$ cat src/rtl/storage_fifo_pkg.sv
// Shared definitions for the storage block family: sizing helper and the
// reset values that every storage block clears to.
package storage_fifo_pkg;

  // Ceiling log2 for sizing pointers and addresses at elaboration time.
  function automatic int clog2(input int value);
    int result;
    result = 0;
    while ((1 << result) < value) begin
      result = result + 1;
    end
    return result;
  endfunction

  localparam int MAX_WORD_W = 64;

  localparam logic [MAX_WORD_W-1:0] ZERO_WORD = '0;

  typedef struct packed {
    logic overflow;
    logic underflow;
  } err_flags_t;

  localparam err_flags_t ZERO_FLAGS = '{overflow: 1'b0, underflow: 1'b0};

endpackage

$ cat src/rtl/storage_regfile.sv
// DEPTH x WIDTH flip-flop array: one synchronous write port, one
// combinational read port. Contents are deliberately not reset.
module storage_regfile
  import storage_fifo_pkg::*;
#(
  parameter int WIDTH = 8,
  parameter int DEPTH = 4,
  localparam int ADDR_W = clog2(DEPTH)
) (
  input  logic              clk,
  input  logic              wr_en,
  input  logic [ADDR_W-1:0] wr_addr,
  input  logic [WIDTH-1:0]  wr_data,
  input  logic [ADDR_W-1:0] rd_addr,
  output logic [WIDTH-1:0]  rd_data
);

  logic [WIDTH-1:0] mem [DEPTH];

  always_ff @(posedge clk) begin
    if (wr_en) begin
      mem[wr_addr] <= wr_data;
    end
  end

  // Read returns the pre-edge contents, so a same-cycle write to the slot
  // being read never bypasses into the read.
  assign rd_data = mem[rd_addr];

endmodule

$ cat src/rtl/storage_fifo.sv
// Flip-flop FIFO with wrap-bit pointers, registered one-cycle read data,
// and sticky overflow/underflow flags.
module storage_fifo
  import storage_fifo_pkg::*;
#(
  parameter int WIDTH = 8,
  parameter int DEPTH = 4,
  localparam int ADDR_W = clog2(DEPTH)
) (
  input  logic              clk,
  input  logic              reset,
  input  logic              wr_en,
  input  logic [WIDTH-1:0]  wr_data,
  output logic              full,
  input  logic              rd_en,
  output logic [WIDTH-1:0]  rd_data,
  output logic              rd_valid,
  output logic              empty,
  output logic [ADDR_W:0]   count,
  output logic              overflow,
  output logic              underflow
);

  // Handshake: a push is accepted when wr_en is high and the FIFO is not
  // full, or a pop is accepted in the same cycle (full + read frees a slot).
  // A pop is accepted when rd_en is high and the FIFO is not empty; its word
  // appears on rd_data with rd_valid=1 in the following cycle. Rejected
  // requests leave pointers and storage untouched and raise a sticky flag.

  localparam logic [ADDR_W:0] PTR_ONE = {{ADDR_W{1'b0}}, 1'b1};

  logic [ADDR_W:0]  wr_ptr;
  logic [ADDR_W:0]  rd_ptr;
  logic             push_ok;
  logic             pop_ok;
  logic [WIDTH-1:0] mem_rd_data;
  err_flags_t       flags;

  // Status derives only from registered pointers.
  assign empty = (wr_ptr == rd_ptr);
  assign full  = (wr_ptr[ADDR_W] != rd_ptr[ADDR_W]) &&
                 (wr_ptr[ADDR_W-1:0] == rd_ptr[ADDR_W-1:0]);
  assign count = wr_ptr - rd_ptr;

  assign push_ok = wr_en & (~full | rd_en);
  assign pop_ok  = rd_en & ~empty;

  assign overflow  = flags.overflow;
  assign underflow = flags.underflow;

  storage_regfile #(
    .WIDTH (WIDTH),
    .DEPTH (DEPTH)
  ) u_regfile (
    .clk     (clk),
    .wr_en   (push_ok),
    .wr_addr (wr_ptr[ADDR_W-1:0]),
    .wr_data (wr_data),
    .rd_addr (rd_ptr[ADDR_W-1:0]),
    .rd_data (mem_rd_data)
  );

  always_ff @(posedge clk or negedge reset) begin
    if (!reset) begin
      wr_ptr <= '0;
    end else if (push_ok) begin
      wr_ptr <= wr_ptr + PTR_ONE;
    end
  end

  always_ff @(posedge clk or negedge reset) begin
    if (!reset) begin
      rd_ptr <= '0;
    end else if (pop_ok) begin
      rd_ptr <= rd_ptr + PTR_ONE;
    end
  end

  always_ff @(posedge clk or negedge reset) begin
    if (!reset) begin
      rd_data  <= ZERO_WORD[WIDTH-1:0];
      rd_valid <= 1'b0;
    end else begin
      rd_valid <= pop_ok;
      if (pop_ok) begin
        rd_data <= mem_rd_data;
      end
    end
  end

  always_ff @(posedge clk or negedge reset) begin
    if (!reset) begin
      flags <= ZERO_FLAGS;
    end else begin
      if (wr_en & full & ~rd_en) begin
        flags.overflow <= 1'b1;
      end
      if (rd_en & empty) begin
        flags.underflow <= 1'b1;
      end
    end
  end

endmodule

$ cat config.mk
export PLATFORM = sky130hd
export DESIGN_NAME = storage_fifo
export DESIGN_NICKNAME = d
export VERILOG_FILES = /design/src/rtl/storage_fifo_pkg.sv /design/src/rtl/storage_regfile.sv /design/src/rtl/storage_fifo.sv
export SDC_FILE = /design/constraint.sdc
export NUM_CORES = 1
export LEC_CHECK = 0
export CORE_ASPECT_RATIO = 0.7
export CORE_MARGIN = 5
export CORE_UTILIZATION = 50
export DETAILED_ROUTE_END_ITERATION = 8
export PLACE_DENSITY = 0.74
export SLEW_MARGIN = 30
export SYNTH_ARGS = -nofsm -noshare
export SYNTH_HDL_FRONTEND = slang
export SYNTH_HIERARCHICAL = 1
export SYNTH_SLANG_ARGS = --single-unit
export TNS_END_PERCENT = 1
$ cat constraint.sdc
create_clock -name clk -period 4.9 [get_ports clk]
set_input_delay 1.225 -clock clk [delete_from_list [all_inputs] [get_ports clk]]
set_output_delay 1.225 -clock clk [all_outputs]
set_load 0.02 [all_outputs]
After elaboration in Yosys (flattened, before gate mapping)
Memories as Yosys holds them, arrays and structs flattened. A register that Yosys moved wholly into a read port is not among the register bits.
Index checks and enable logic that the tools add are counted.
W data, S select, Z words.
{"block": "word_totals", "latch_bits": 0, "ff_bits": 9, "n_memories": 1, "word_cells": 25, "mem_bits_ro": 0, "in_bits": 12, "mem_bits_rw": 32, "output_inout_bits": 16}
{"block": "classes", "n_mul": 0, "n_div": 0, "n_shift": 0, "reduce_logical": 2, "n_addsub": 3, "magnitude_cmp": 0, "eq_ne": 3, "muxes": 2, "bitwise_logic": 9}
{"name": "u_regfile.mem", "words": 4, "width": 8, "read_ports": 1, "rd_ports_with_merged_regs": 1, "write_ports": 1, "line": "storage_regfile.sv:18", "text": "logic [WIDTH-1:0] mem [DEPTH];"}
{"operator": "$add A3 B1 Y3 const B", "count": 2}
{"operator": "$and A1 B1 Y1", "count": 5}
{"operator": "$eq A3 B3 Y1", "count": 1}
{"operator": "$not A1 Y1", "count": 3}
{"operator": "$sub A3 B3 Y3", "count": 1}
{"operator": "$eq A2 B2 Y1", "count": 1}
{"operator": "$mux W1", "count": 2}
{"operator": "$logic_and A1 B1 Y1", "count": 1}
{"operator": "$logic_not A1 Y1", "count": 1}
{"operator": "$ne A1 B1 Y1", "count": 1}
{"operator": "$or A1 B1 Y1", "count": 1}

Longest topological paths before layout
Gate-level depths: netlist (run 1).
{"block": "depth", "depth_word": 7, "ltp_mapped": 6, "ltp_nobuf": 6}

Modules after synthesis
Netlist (run 1), hierarchy kept.
{"module": "storage_regfile", "seq_area_each_um2": 960.9, "cells_per_inst": 46, "area_per_inst_um2": 1188.6, "n_inst": 1}
{"module": "storage_fifo", "seq_area_each_um2": 425.4, "cells_per_inst": 62, "area_per_inst_um2": 834.6, "n_inst": 1}

Least setup slack after synthesis (run 1)
OpenSTA, ideal clock, no wires.
{"block": "synth_path", "path_kind": "register to output", "start": "register wr_ptr[0]", "end": "output port count[2]", "arrival_time_ns": 1.433, "slack_ns": 2.242, "t_required_ns": 3.675, "n_path_buf": 0, "path_stages_with_launch": 5, "path_cell_list": "dfrtp_1 inv_1 ha_1 fa_1 xnor2_1"}
{"block": "synth_between", "elab_chain_cells": 1}
{"element": "start, declared", "line": "storage_fifo.sv:32", "text": "logic [ADDR_W:0] wr_ptr;"}
{"element": "start signal, assigned", "line": "storage_fifo.sv:67", "text": "wr_ptr <= wr_ptr + PTR_ONE;"}
{"element": "$sub A3 B3 Y3", "line": "storage_fifo.sv:43", "text": "assign count = wr_ptr - rd_ptr;"}
{"element": "end, declared", "line": "storage_fifo.sv:19", "text": "output logic [ADDR_W:0] count,"}
Every way passes these cells.

Final worst setup path (run 1)
{"block": "layout_path", "start": "register rd_ptr[0]", "end": "output port count[2]"}
{"block": "layout_between", "elab_chain_cells": 1}
{"element": "start, declared", "line": "storage_fifo.sv:33", "text": "logic [ADDR_W:0] rd_ptr;"}
{"element": "start signal, assigned", "line": "storage_fifo.sv:75", "text": "rd_ptr <= rd_ptr + PTR_ONE;"}
{"element": "$sub A3 B3 Y3", "line": "storage_fifo.sv:43"}
Every way passes these cells.

==> results of run 1 <==
==> power breakdown <==
part | switching, W | internal (W) | total (W)
Sequential | 0.000112 | 0.000574 | 0.000686
Clock | 0.000134 | 0.000153 | 0.000287
Combinational | 0.000345 | 0.000407 | 0.000752
==> cell type report <==
type                            instances  share of cell area, %
Multi-Input combinational cell         47                   23.7
Inverter                                9                   1.38
Clock buffer                            5                   2.81
Sequential cell                        49                   56.7
Timing Repair Buffer                   27                   10.8
Tap cell                               52                   2.66
Clock inverter                          3                   1.89
==> sequential cells by signal, summed over array words and instances (netlist names) <==
signal	flops
rd_data	8
u_regfile/mem	32
rd_valid	1
wr_ptr	3
overflow	1
rd_ptr	3
underflow	1
==> final timing paths <==
path	endpoint	cells past startpoint
max in group asynchronous	rd_data[1]$_DFFE_PN0P_	1
setup / recovery	count[2]	4
hold / removal	underflow$_DFFE_PN0P_	1
setup reg to reg	u_regfile/mem[0][2]$_DFFE_PP_	5
hold reg to reg	underflow$_DFFE_PN0P_	1
min in group asynchronous	rd_data[3]$_DFFE_PN0P_	1
==> stage by stage <==
stage | hold slack, ns | cell area (µm²) | utilization, % | setup WS [ns]
final | 0.462 | 2450 | 62.4 | 1.23
after global placement | 0.441 | 2330 | 59.4 | 1.51
after floorplan | 0.514 | 2020 | - | 2.24
after detailed placement | 0.447 | 2340 | 59.6 | 1.52
after CTS | 0.468 | 2450 | 62.5 | 1.18
after global routing | 0.477 | 2450 | 62.4 | 1.08
==> synthesized netlist by cell type, types with 2 or more instances <==
library cell / n
xnor2_1: 4
dfrtp_1: 17
inv_1: 9
edfxtp_1: 32
and3b_1: 2
buf_6: 2
nor2_1: 2
o21ai_0: 2
mux2_4: 8
mux2_2: 2
mux4_2: 8
ha_1: 4
nand2_1: 4
==> worst register-to-register path, stage by stage, from the launching register on <==
cell	delay, ns
dfrtp_1	0.77
ha_1	0.38
nand2_1	0.25
o31ai_4	0.12
inv_1	0.11
nor3b_2	0.54
==> cells by family (layout without fill, tap and decap cells) <==
family / after synthesis / in the layout / share of synthesized area [%]
XOR/XNOR: 5 / 5 / 2.16
AND/OR/NAND/NOR: 10 / 10 / 2.66
flip-flops: 49 / 49 / 68.5
AO/OA/AOI/OAI: 8 / 8 / 3.71
multiplexers: 19 / 19 / 16.5
adder cells (fa/ha/maj): 5 / 5 / 3.46
buffers and inverters: 12 / 44 / 3.03
==> layer usage <==
| layer | vias to the layer above | GRT usage, % |
|---|---|---|
| li1 | 468 | - |
| met4 | 0 | 5.73 |
| met3 | 4 | 4.43 |
| met1 | 511 | 17.9 |
| met2 | 20 | 22.7 |
| met5 | - | 0 |
==> run metrics, run 1 <==
crit-path max FO=11; maxcap violations=0; Hold Violations, Final=0; skew final=0.00589 ns; Post-CTS Hold Fix Bufs=0; CTS buffer count=5; outcome=finished clean; Achievable Freq=273 MHz; Slew headroom=45.6%; CP required=3.67 ns; max-slew violations=0; Cell Count Post-Placement=184; Detailed Routing Iterations Pass 1=4; Via density=5.22; nets=156; clock sink count=49; sequential standard cell area=0.00139 mm²; FF-to-FF setup slack=2.37 ns; YS warnings=6; postcts setup bufs=0; top cell type's share of synthesized area=47.5%; Worst VDD drop=0.297 mV; initial antenna violation count=0; worst hold-check path type=reg2reg; DRT antenna net count=0; critical path class=reg2out; I/O pin count=28; filler cell count=286; min cycle time layout=3.67 ns; core box area=0.00392 mm²; Starting DRT DRC Count=69; HP Start=underflow$_DFFE_PN0P_; layout cell share with drive strength beyond 1=22.9%; Chip Width=86.0 µm; setup_tns=0 ns; WL final=3370 µm; most common cell after layout, fill and taps aside=edfxtp_1; Reg-to-Reg Start=rd_ptr[0]$_DFFE_PN0P_; Critical Path Source Type=flop; Crit. Startpoint=rd_ptr[0]$_DFFE_PN0P_; synthesized area=0.00202 mm²; DRC Markers=0; wire per inst=17.6 µm; largest net degree at the start of global routing=18; GR Util All Layers=14.2%; Setup violations, final=0; clk_lat worst skew=0.30 ns; Ant. Diodes=0; Max stage delay on crit path=0.63 ns; Top Metal Used=met4; register area share after synthesis=68.5%; Power Density=705 mW/mm²; Worst-path clk slew=0.09 ns; leading cell types in the layout, fill and taps excluded=edfxtp_1 (32), clkdlybuf4s50_1 (26), dfrtp_1 (17); gpl congestion=0.683; distinct cell type count after synthesis=25; Vias=1003; RSZ-0062 raised after global routing=no; Die ar.=0.00544 mm²; initial cell density of the core=51.6%; Main synth FF type=edfxtp_1; Setup crit end kind=output port; worst path arrival time=2.44 ns; Rows=19; area of the multi-input gates=581 µm²; M1 WL=1480 µm; register bit total from synthesis=49; Yosys top cell by area=edfxtp_1; IO Port Bufs=27; CTS max path bufs=2; CP delay by family, top=adder cells; Post-Layout Cell Count=192; Syn Area/Cell=18.7 µm²; cells after synthesis=108; syn nets=125; htree depth=2; asr flop ratio synth=34.7%; number of global-route vias before repair=1106; Synth area leaders=edfxtp_1 (47%), dfrtp_1 (21%), mux4_2 (8.9%); first-pass GRT wire length=5700 µm; met3 WL=148 µm; total power=0.00173 W; gr ovfl total=0; Die Y=63.2 µm; CTS tree=built; Final period util=74.8%; Cell Chain, Critical Path=ha_1 > fa_1 > xnor2_1 > clkdlybuf4s50_1; CTS Root Buffer Type=clkbuf_8; post-cts sizing count=0; Worst Path Buf+Inv=1; Post-synth EDFFs=32; area delta synth->final=20.9%; Worst-Margin Slew=0.816 ns; DP HPWL=2400 µm; P_leak=0.938 nW; Routed met2 length=1710 µm; Worst path slowest cell=clkdlybuf4s50_1
No activity file was read; power rests on OpenSTA's default activity.
==> inputs of run 2 (changes only) <==
clock period = 3.41 ns   (was 4.9 ns; I/O delays follow)
==> run 2 against run 1 <==
Net effect:
- critical path depth up 1
- non-clock buffer count up 4
- count of clock-buffer cells in the layout unchanged
- sequential power up 36%
- hold slack better by 0.0021 ns
- cell area about the same
- via count up 1.7%
- core utilization about the same
- combinational power up 54%
- largest cell class unchanged
- largest power group unchanged
- highest routed layer unchanged
==> run metrics, run 2 (synthesis gave the netlist of run 1 again) <==
area delta synth->final=21.0% (about the same); CTS Root Buffer Type=clkbuf_8; setup_tns=0 ns (unchanged); Chip Width=86.0 µm (unchanged); Reg-to-Reg End=u_regfile/mem[1][5]$_DFFE_PP_; initial antenna violation count=0 (unchanged); Reg-to-Reg Start=rd_ptr[1]$_DFFE_PN0P_; number of global-route vias before repair=1095 (-0.99%); min cycle time layout=3.06 ns; WL final=3230 µm (-4.3%); RSZ-0062 raised after global routing=no; Max stage delay on crit path=0.63 ns (about the same); Crit. Startpoint=rd_ptr[1]$_DFFE_PN0P_; Worst Setup EP=empty; Rows=19 (unchanged); post-cts sizing count=0 (unchanged); Ant. Diodes=0 (unchanged); Post-CTS Hold Fix Bufs=0 (unchanged); Critical Path Source Type=flop; Cell Chain, Critical Path=inv_1 > ha_1 > nand2_1 > nor2_1 > clkdlybuf4s50_1; max reg flops=32 (unchanged); first-pass GRT wire length=5620 µm (-1.3%); crit-path max FO=6 (-5); Worst-Margin Slew=0.466 ns (-0.350 ns); Final period util=89.7%; max-slew violations=0 (unchanged); I/O pin count=28 (unchanged); P_leak=0.950 nW (+1.2%); CP required=2.56 ns (-1.11 ns); Top Metal Used=met4; critical path class=reg2out; total power=0.00242 W (+41%); htree depth=2 (unchanged); Via density=5.20 (-0.38%); clk_lat worst skew=0.30 ns (about the same); CTS max path bufs=2 (unchanged); outcome=finished clean; Vias=1020 (+1.7%); gpl congestion=0.707 (+3.5%); critical path depth=5 (+1); Detailed Routing Iterations Pass 1=4 (unchanged); maxcap violations=0 (unchanged); Power Density=991 mW/mm² (+40%); worst hold stages=1 (unchanged); Die ar.=0.00544 mm² (unchanged); FF-to-FF setup slack=1.23 ns (-1.14 ns); R2R depth=6 (+1); Slew headroom=68.7% (+23 points); Setup crit end kind=output port; Starting DRT DRC Count=59 (-14%); met3 WL=138 µm (-6.8%); Largest Register=u_regfile/mem; Worst path slowest cell=clkdlybuf4s50_1; DRC Markers=0 (unchanged); DP HPWL=2280 µm (-5.2%); Worst Path Buf+Inv=2 (+1); nets=160 (+2.6%); leading cell types in the layout, fill and taps excluded=edfxtp_1 (32), clkdlybuf4s50_1 (26), dfrtp_1 (17); worst path arrival time=2.20 ns (-0.24 ns); DRT antenna net count=0 (unchanged); gr ovfl total=0 (unchanged); layout cell share with drive strength beyond 1=24.3% (+1.4 points); skew final=0.00669 ns (+0.000794 ns); wire per inst=16.5 µm (-6.2%); postcts setup bufs=0 (unchanged); Setup violations, final=0 (unchanged); Die Y=63.2 µm (unchanged); Hold Violations, Final=0 (unchanged); Routed met2 length=1580 µm (-7.7%); Achievable Freq=327 MHz; IO Port Bufs=27 (unchanged); Worst-path clk slew=0.09 ns (about the same); CP delay by family, top=buffers and inverters; M1 WL=1470 µm (-0.61%); CTS tree=built; initial cell density of the core=51.6% (unchanged); worst hold-check path type=reg2reg; core box area=0.00392 mm² (unchanged); most common cell after layout, fill and taps aside=edfxtp_1; clock sink count=49 (unchanged); filler cell count=287 (+0.35%); largest net degree at the start of global routing=18 (unchanged); Largest regs=u_regfile/mem (32), rd_data (8); Worst VDD drop=0.459 mV (+55%); CTS buffer count=5 (unchanged); GR Util All Layers=13.8% (-0.36 points)
==> run 2: cell type report <==
type	count	area, µm²	share of cell area (%)
Multi-Input combinational cell	47	576	23.5
Clock inverter	3	22.5	0.920
Timing Repair Buffer	31	295	12.1
Clock buffer	5	68.8	2.81
Sequential cell	49	1390	56.6
Tap cell	52	65.1	2.66
Inverter	9	33.8	1.38
==> run 2: where the power goes <==
| part | leakage [nW] | switching (W) | internal [W] |
|---|---|---|---|
| Sequential | 0.490 | 0.000106 | 0.000826 |
| Combinational | 0.411 | 0.000550 | 0.000609 |
| Clock | 0.0481 | 0.000189 | 0.000146 |
==> run 2: worst register-to-register path, cell delays in order (launching register included) <==
cell	delay [ns]
dfrtp_1	0.52
inv_1	0.08
ha_1	0.29
nand2_1	0.24
o31ai_4	0.12
inv_1	0.11
and3b_1	0.46
==> run 2: stage by stage <==
stage	hold WS (ns)	worst slack, ns	cell area, µm²	instances	utilization [%]
2_1_floorplan	0.514	1.12	2020	108	-
3_3_place_gp	0.440	0.726	2360	188	60.2
3_5_place_dp	0.444	0.675	2360	188	60.2
4_1_cts	0.466	0.329	2450	196	62.5
5_1_grt	0.500	0.213	2450	196	62.4
6_report	0.464	0.353	2450	196	62.4
==> run 2: how the worst min path moves through the flow <==
stage / from / endpoint / slack, ns
finish: underflow$_DFFE_PN0P_ / underflow$_DFFE_PN0P_ / 0.46
floorplan: rd_ptr[0]$_DFFE_PN0P_ / rd_ptr[0]$_DFFE_PN0P_ / 0.51
global placement: underflow$_DFFE_PN0P_ / underflow$_DFFE_PN0P_ / 0.44
CTS: underflow$_DFFE_PN0P_ / underflow$_DFFE_PN0P_ / 0.47
detailed placement: underflow$_DFFE_PN0P_ / underflow$_DFFE_PN0P_ / 0.44
global route: reset / rd_data[1]$_DFFE_PN0P_ / 0.50
==> run 2: per-layer routing <==
metal	global-route usage (%)	vias to the layer above
met1	19.3	524
met4	4.74	0
met2	20.7	17
met5	0	-
li1	-	474
met3	4.04	5
